<file path="src/rtl/pwm_multichannel_gen.sv">
// Multi-channel PWM generator: one shared period counter drives NUM_CH outputs.
// Duty writes land in per-channel shadow registers and reach the outputs only at a period boundary.
module pwm_multichannel_gen #(
  parameter int NUM_CH = 4,
  parameter int CNT_W  = 20,
  parameter int PERIOD = 1000000,
  parameter int STEP   = 100000,
  localparam int SEL_W = (NUM_CH > 1) ? $clog2(NUM_CH) : 1
) (
  input  logic              clk,
  input  logic              rst,
  input  logic [SEL_W-1:0]  ch_sel,
  input  logic              val_en,
  input  logic [CNT_W:0]    duty_val,
  input  logic              increase_duty,
  input  logic              decrease_duty,
  input  logic              center_mode,
  output logic [NUM_CH-1:0] PWM_OUT,
  output logic              period_tick,
  output logic [CNT_W:0]    duty_rd
);

  localparam int DW = CNT_W + 1;
  localparam int AW = CNT_W + 2;
  localparam logic [AW-1:0]    PERIOD_A = AW'(PERIOD);
  localparam logic [AW-1:0]    STEP_A   = AW'(STEP);
  localparam logic [DW-1:0]    PERIOD_D = DW'(PERIOD);
  localparam logic [DW-1:0]    HALF_D   = DW'(PERIOD / 2);
  localparam logic [CNT_W-1:0] CNT_LAST = CNT_W'(PERIOD - 1);

  logic [CNT_W-1:0]  cnt_q, cnt_d;
  logic [DW-1:0]     shadow_q [NUM_CH];
  logic [DW-1:0]     shadow_d [NUM_CH];
  logic [DW-1:0]     active_q [NUM_CH];
  logic [DW-1:0]     active_d [NUM_CH];
  logic              mode_q, mode_d;
  logic              inc_prev_q, dec_prev_q;
  logic [NUM_CH-1:0] pwm_q, pwm_d;

  logic              tick;
  logic              inc_edge, dec_edge;
  logic [AW-1:0]     inc_sum [NUM_CH];
  logic [AW-1:0]     lo_a    [NUM_CH];
  logic [AW-1:0]     hi_a    [NUM_CH];
  logic [AW-1:0]     act_a   [NUM_CH];
  logic [AW-1:0]     cnt_a;

  assign tick     = (cnt_q == CNT_LAST);
  assign inc_edge = increase_duty & ~inc_prev_q;
  assign dec_edge = decrease_duty & ~dec_prev_q;
  assign cnt_a    = {2'b00, cnt_q};

  // Shadow update for the selected channel; sums are one bit wider so clamping sees the overflow.
  always_comb begin
    for (int i = 0; i < NUM_CH; i++) begin
      shadow_d[i] = shadow_q[i];
      inc_sum[i]  = {1'b0, shadow_q[i]} + STEP_A;
      if (SEL_W'(i) == ch_sel) begin
        if (val_en) begin
          shadow_d[i] = (duty_val > PERIOD_D) ? PERIOD_D : duty_val;
        end else if (inc_edge && dec_edge) begin
          shadow_d[i] = shadow_q[i];
        end else if (inc_edge) begin
          shadow_d[i] = (inc_sum[i] > PERIOD_A) ? PERIOD_D : inc_sum[i][DW-1:0];
        end else if (dec_edge) begin
          if ({1'b0, shadow_q[i]} < STEP_A) begin
            shadow_d[i] = '0;
          end else begin
            shadow_d[i] = DW'({1'b0, shadow_q[i]} - STEP_A);
          end
        end
      end
    end
  end

  // Counter and boundary transfer; a write in the last cycle is carried into the next period.
  always_comb begin
    cnt_d  = tick ? '0 : cnt_q + 1'b1;
    mode_d = tick ? center_mode : mode_q;
    for (int i = 0; i < NUM_CH; i++) begin
      active_d[i] = tick ? shadow_d[i] : active_q[i];
    end
  end

  // Center mode places the high window symmetrically; high time is active cycles in both modes.
  always_comb begin
    for (int i = 0; i < NUM_CH; i++) begin
      act_a[i] = {1'b0, active_q[i]};
      lo_a[i]  = (PERIOD_A - act_a[i]) >> 1;
      hi_a[i]  = lo_a[i] + act_a[i];
      if (mode_q) begin
        pwm_d[i] = (cnt_a >= lo_a[i]) && (cnt_a < hi_a[i]);
      end else begin
        pwm_d[i] = (cnt_a < act_a[i]);
      end
    end
  end

  always_comb begin
    duty_rd = '0;
    for (int i = 0; i < NUM_CH; i++) begin
      if (SEL_W'(i) == ch_sel) begin
        duty_rd = active_q[i];
      end
    end
  end

  always_ff @(posedge clk or posedge rst) begin
    if (rst) begin
      cnt_q      <= '0;
      mode_q     <= 1'b0;
      inc_prev_q <= 1'b1;
      dec_prev_q <= 1'b1;
      pwm_q      <= '0;
      for (int i = 0; i < NUM_CH; i++) begin
        shadow_q[i] <= HALF_D;
        active_q[i] <= HALF_D;
      end
    end else begin
      cnt_q      <= cnt_d;
      mode_q     <= mode_d;
      inc_prev_q <= increase_duty;
      dec_prev_q <= decrease_duty;
      pwm_q      <= pwm_d;
      for (int i = 0; i < NUM_CH; i++) begin
        shadow_q[i] <= shadow_d[i];
        active_q[i] <= active_d[i];
      end
    end
  end

  assign PWM_OUT     = pwm_q;
  assign period_tick = tick;

endmodule

</file>
<file path="config.mk">
export PLATFORM = sky130hd
export DESIGN_NAME = pwm_multichannel_gen
export DESIGN_NICKNAME = d
export VERILOG_FILES = /design/src/rtl/pwm_multichannel_gen.sv
export SDC_FILE = /design/constraint.sdc
export NUM_CORES = 1
export LEC_CHECK = 0
export CAP_MARGIN = 20
export CORE_MARGIN = 10
export CORE_UTILIZATION = 50
export CTS_CLUSTER_DIAMETER = 100
export DETAILED_ROUTE_END_ITERATION = 10
export PLACE_DENSITY_LB_ADDON = 0.08
export SYNTH_ARGS = -nofsm -noshare
export SYNTH_HDL_FRONTEND = slang
export SYNTH_SLANG_ARGS = --single-unit
</file>
<file path="constraint.sdc">
create_clock -name clk -period 5.9 [get_ports clk]
set_input_delay 1.18 -clock clk [delete_from_list [all_inputs] [get_ports clk]]
set_output_delay 1.18 -clock clk [all_outputs]
set_load 0.05 [all_outputs]
</file>
==> results by group, run 1 <==
Outcome
  – Outcome: finished, final reports clean

CTS
  – Sinks on Clock Net: 195
  – Maximum root-to-sink buffer count: 2
  – Clock transition at the registers of the reported paths: 90 ps
  – Root Buffer: sky130_fd_sc_hd__clkbuf_16
  – Number of H-tree levels: 4
  – TritonCTS clock tree: done
  – Number of CTS-inserted buffers: 17
  – Clk_lat worst skew: 510 ps

Power
  – Sequential Power Share: 0.408
  – Maximum resistive drop on vdd: 0.205 mV
  – Share of power burned in the clock network: 0.274
  – PwrDens: 173 nW/µm²
  – Total leakage power: 11.3 nW
  – Logic gate share of total power: 0.318
  – Fraction of power spent switching nets: 0.414
  – Net Sw Power: 0.00182 W
  – Power Internal: 0.00258 W

Yosys
  – Post-Syn Area per Cell: 7.94 µm²
  – Cells taking the most area after synthesis: sky130_fd_sc_hd__ha_1 18%, sky130_fd_sc_hd__dfrtp_1 14%, sky130_fd_sc_hd__dfstp_2 6.4%
  – List of most frequent post-synthesis cells: 337 x sky130_fd_sc_hd__ha_1, 284 x sky130_fd_sc_hd__nand2_1, 251 x sky130_fd_sc_hd__a21oi_1, 210 x sky130_fd_sc_hd__inv_1, 210 x sky130_fd_sc_hd__o21ai_0
  – Distinct cell type count after synthesis: 89
  – Cell type contributing the most total cell area after synthesis: sky130_fd_sc_hd__ha_1
  – Primary flip-flop cell chosen by synthesis mapping: sky130_fd_sc_hd__dfrtp_1
  – Most frequently used cell type in the post-synthesis netlist: sky130_fd_sc_hd__ha_1
  – Ys Warns: 0
  – Number of storage elements in the synthesis netlist: 195
  – Count of mapped cells out of synthesis: 2987
  – Share of the synthesized area in the top cell type: 0.178
  – Number of flops mapped to enable cells by yosys: 0
  – Total standard cell area after synthesis: 23700 µm²
  – Seq/Total Area, Yosys: 0.209
  – Share of flip-flops with an asynchronous set or reset after synthesis: 1.00
  – Synth Net Count: 3355

Floorplan
  – Chip height: 238 µm
  – Width of the chip: 238 µm
  – Count of standard-cell rows: 79
  – Top-Level Pins: 55
  – Initial core utilization: 0.507
  – CORE AREA: 46800 µm²
  – Die outline area: 56500 µm²

Flow run
  – Count of max-cap constraint violations: 0

Setup path
  – Number of cells on the worst reg-to-reg path: 22
  – CP Launch Type: flip-flop
  – Critical Path AT: 5950 ps
  – Peak fanout along the critical path: 10
  – Crit path max-delay cell type: sky130_fd_sc_hd__dfrtp_1
  – Category of the critical setup timing path: reg2reg
  – Worst r2r src: act_a[24]
  – Worst-path cell chain: nor3_1 -> nand3_1 -> xnor2_1 -> ha_1 -> nand2_1 -> a2111oi_4 -> a2111oi_2 -> buf_4 -> a211o_1 -> a31o_2 -> o41ai_2 -> a21o_1 -> a21o_1 -> xnor2_1 -> ha_1 -> o21a_1 -> nand3_1 -> o41ai_1 -> o311a_1 -> o211ai_2 -> nor4b_1 -> o32ai_1
  – Flop-to-flop setup slack: 330 ps
  – CP max stage delay: 490 ps
  – Worst setup path start: act_a[24]
  – Cell family with the largest share of critical-path delay: compound AO/OA/AOI/OAI gates
  – Data required time at the worst endpoint: 6270 ps
  – Worst r2r dst: PWM_OUT[2]
  – Number of buffers and inverters on the critical path: 1
  – Type of destination of the critical path: flip-flop
  – Total number of cells along the worst setup path: 22
  – Crit path capture: PWM_OUT[2]

Finish
  – Final Non-Filler Cells: 3598
  – Layout Nets: 3345
  – Area grow syn2layout: 7.58%
  – Fraction of layout cells with a size suffix above 1: 0.0866

Detailed routing
  – Residual DRC: 0
  – Post-route ant nets: 0
  – Routed wire per std cell: 24.4 µm
  – DRT Pass-1 Iters: 6
  – Vias per cell: 6.55
  – Total wire length after detailed routing: 87600 µm
  – Via count: 23600
  – Number of DRC markers in iteration 0: 2351

Global routing
  – Met2 Use GR: 0.490
  – Grt met3 use: 0.0493
  – First-pass GRT wire length: 134000 µm
  – Routing usage on met1: 0.398
  – Most Used Layer, Global Route: met2
  – GRT Total Usage: 0.305
  – Initial antenna violation count: 2
  – Overflow left after global routing: 0
  – Vias in the first global route: 22400
  – Pin count of the biggest net entering global routing: 161

Placement
  – Placement Setup Slack: 314 ps
  – Cell count after placement: 3565
  – Last weighted congestion value of the routability-driven placer: 1.00
  – Post-DP HPWL: 67400 µm
  – Number of port buffers: 54

Min path
  – Min-Delay Path Class: reg2reg

STA
  – Setup skew after layout: 14.0 ps
  – Worst hold-check slack: 508 ps
  – Clock period minus worst slack: 5570 ps
  – Final critical-path setup slack: 326 ps
  – Maximum achievable frequency: 0.179 GHz
  – Number of slew-limit violations in the final report: 0
  – Setup repair after global routing missed its margin: no
  – Final Hold Viols: 0
  – Final setup violation count: 0
  – Final worst-path cycle share: 0.945
  – Max_slew headroom: 0.0858
  – Setup total negative slack: 0 ps
  – Least-Margin Pin Slew: 1340 ps
-- placed cells by master (no fill, tap or decap), drive strengths merged, types with 80 or more instances in the layout --
master	n
inv	213
ha	337
nand2	285
nand3	83
dfrtp	137
a21o	80
o21ai	216
a21oi	251
xnor2	139
nor2	203
-- worst min path at each step --
stage	start	endpoint	cells past startpoint	slack, ps
2_1_floorplan	shadow_q[25]	shadow_q[25]	2	450
3_3_place_gp	shadow_q[24]	shadow_q[24]	2	480
3_5_place_dp	shadow_q[67]	shadow_q[67]	2	480
4_1_cts	shadow_q[67]	shadow_q[67]	2	500
5_1_grt	shadow_q[67]	shadow_q[67]	2	520
6_report	shadow_q[22]	shadow_q[22]	2	510
-- worst reg2reg max path, stage by stage (launching register included) --
cell	delay (ps)
sky130_fd_sc_hd__dfrtp_1	490
sky130_fd_sc_hd__nor3_1	460
sky130_fd_sc_hd__nand3_1	150
sky130_fd_sc_hd__xnor2_1	170
sky130_fd_sc_hd__ha_1	360
sky130_fd_sc_hd__nand2_1	120
sky130_fd_sc_hd__a2111oi_4	340
sky130_fd_sc_hd__a2111oi_2	80
sky130_fd_sc_hd__buf_4	170
sky130_fd_sc_hd__a211o_1	320
sky130_fd_sc_hd__a31o_2	260
sky130_fd_sc_hd__o41ai_2	300
sky130_fd_sc_hd__a21o_1	180
sky130_fd_sc_hd__a21o_1	150
sky130_fd_sc_hd__xnor2_1	80
sky130_fd_sc_hd__ha_1	290
sky130_fd_sc_hd__o21a_1	130
sky130_fd_sc_hd__nand3_1	100
sky130_fd_sc_hd__o41ai_1	400
sky130_fd_sc_hd__o311a_1	270
sky130_fd_sc_hd__o211ai_2	110
sky130_fd_sc_hd__nor4b_1	380
sky130_fd_sc_hd__o32ai_1	130
-- power groups by stage --
stage	combinational, W	clock, W	sequential [W]
finish	0.00140	0.00120	0.00180
global route	0.00152	0.00128	0.00182
CTS	0.00137	0.00123	0.00178
detailed placement	0.00136	0	0.00180
global placement	0.00134	0	0.00180
floorplan	0.00112	0	0.00159
-- metal layers --
layer	vias up	wire, µm	share of wire
met5	-	0	0
met4	0	3790	0.043
met3	182	6340	0.072
met2	987	39600	0.45
met1	11400	37900	0.43
li1	11000	-	-
-- stage by stage --
stage	total power, W	utilization	instance area (µm²)
5_1_grt	0.00462	0.546	25500
3_5_place_dp	0.00316	0.533	24900
6_report	0.00440	0.546	25500
2_1_floorplan	0.00271	-	23700
3_3_place_gp	0.00314	0.533	24900
4_1_cts	0.00438	0.545	25500
-- layout make-up --
cell class,count,area (µm²)
fill,4455,21200
multi-input combinational,2444,17500
sequential,195,4950
timing repair buffer,107,941
inverter,212,802
tap,607,759
clock buffer,19,453
clock inverter,13,121
antenna,1,2.50
-- logic make-up (layout without fill, tap and decap cells) --
family | after synthesis | in the layout | share of synthesized area
buf+inv | 348 | 351 | 0.0556
mux | 75 | 75 | 0.0452
compound gates | 959 | 959 | 0.263
fa+ha+maj | 339 | 339 | 0.180
flops | 195 | 195 | 0.209
simple gates | 875 | 875 | 0.176
other cells | 0 | 1 | 0
xor+xnor | 196 | 196 | 0.0724
-- repair_timing --
action | 4_1_cts | 5_1_grt
endpoints found under the setup margin | 0 | 2
resized for setup | 0 | 5
hold buffers | 0 | 0
buffers inserted | 0 | 0
-- state kept, by name, indices dropped and copies added, names as in the netlist --
| name | count |
|---|---|
| cnt_q | 20 |
| inc_prev_q | 1 |
| shadow_q | 84 |
| PWM_OUT | 4 |
| act_a | 84 |
| mode_q | 1 |
| dec_prev_q | 1 |
(Power assumes the default switching activity.)
==> run 2: changes to the inputs <==
--- a/config.mk
+++ b/config.mk
@@ -9,6 +9,7 @@
 export CORE_MARGIN = 10
 export CORE_UTILIZATION = 50
 export CTS_CLUSTER_DIAMETER = 100
+export CTS_CLUSTER_SIZE = 8
 export DETAILED_ROUTE_END_ITERATION = 10
 export PLACE_DENSITY_LB_ADDON = 0.08
 export SYNTH_ARGS = -nofsm -noshare
==> results of run 2 <==
No change in the layout: final DEF, timing and power equal those of run 1.
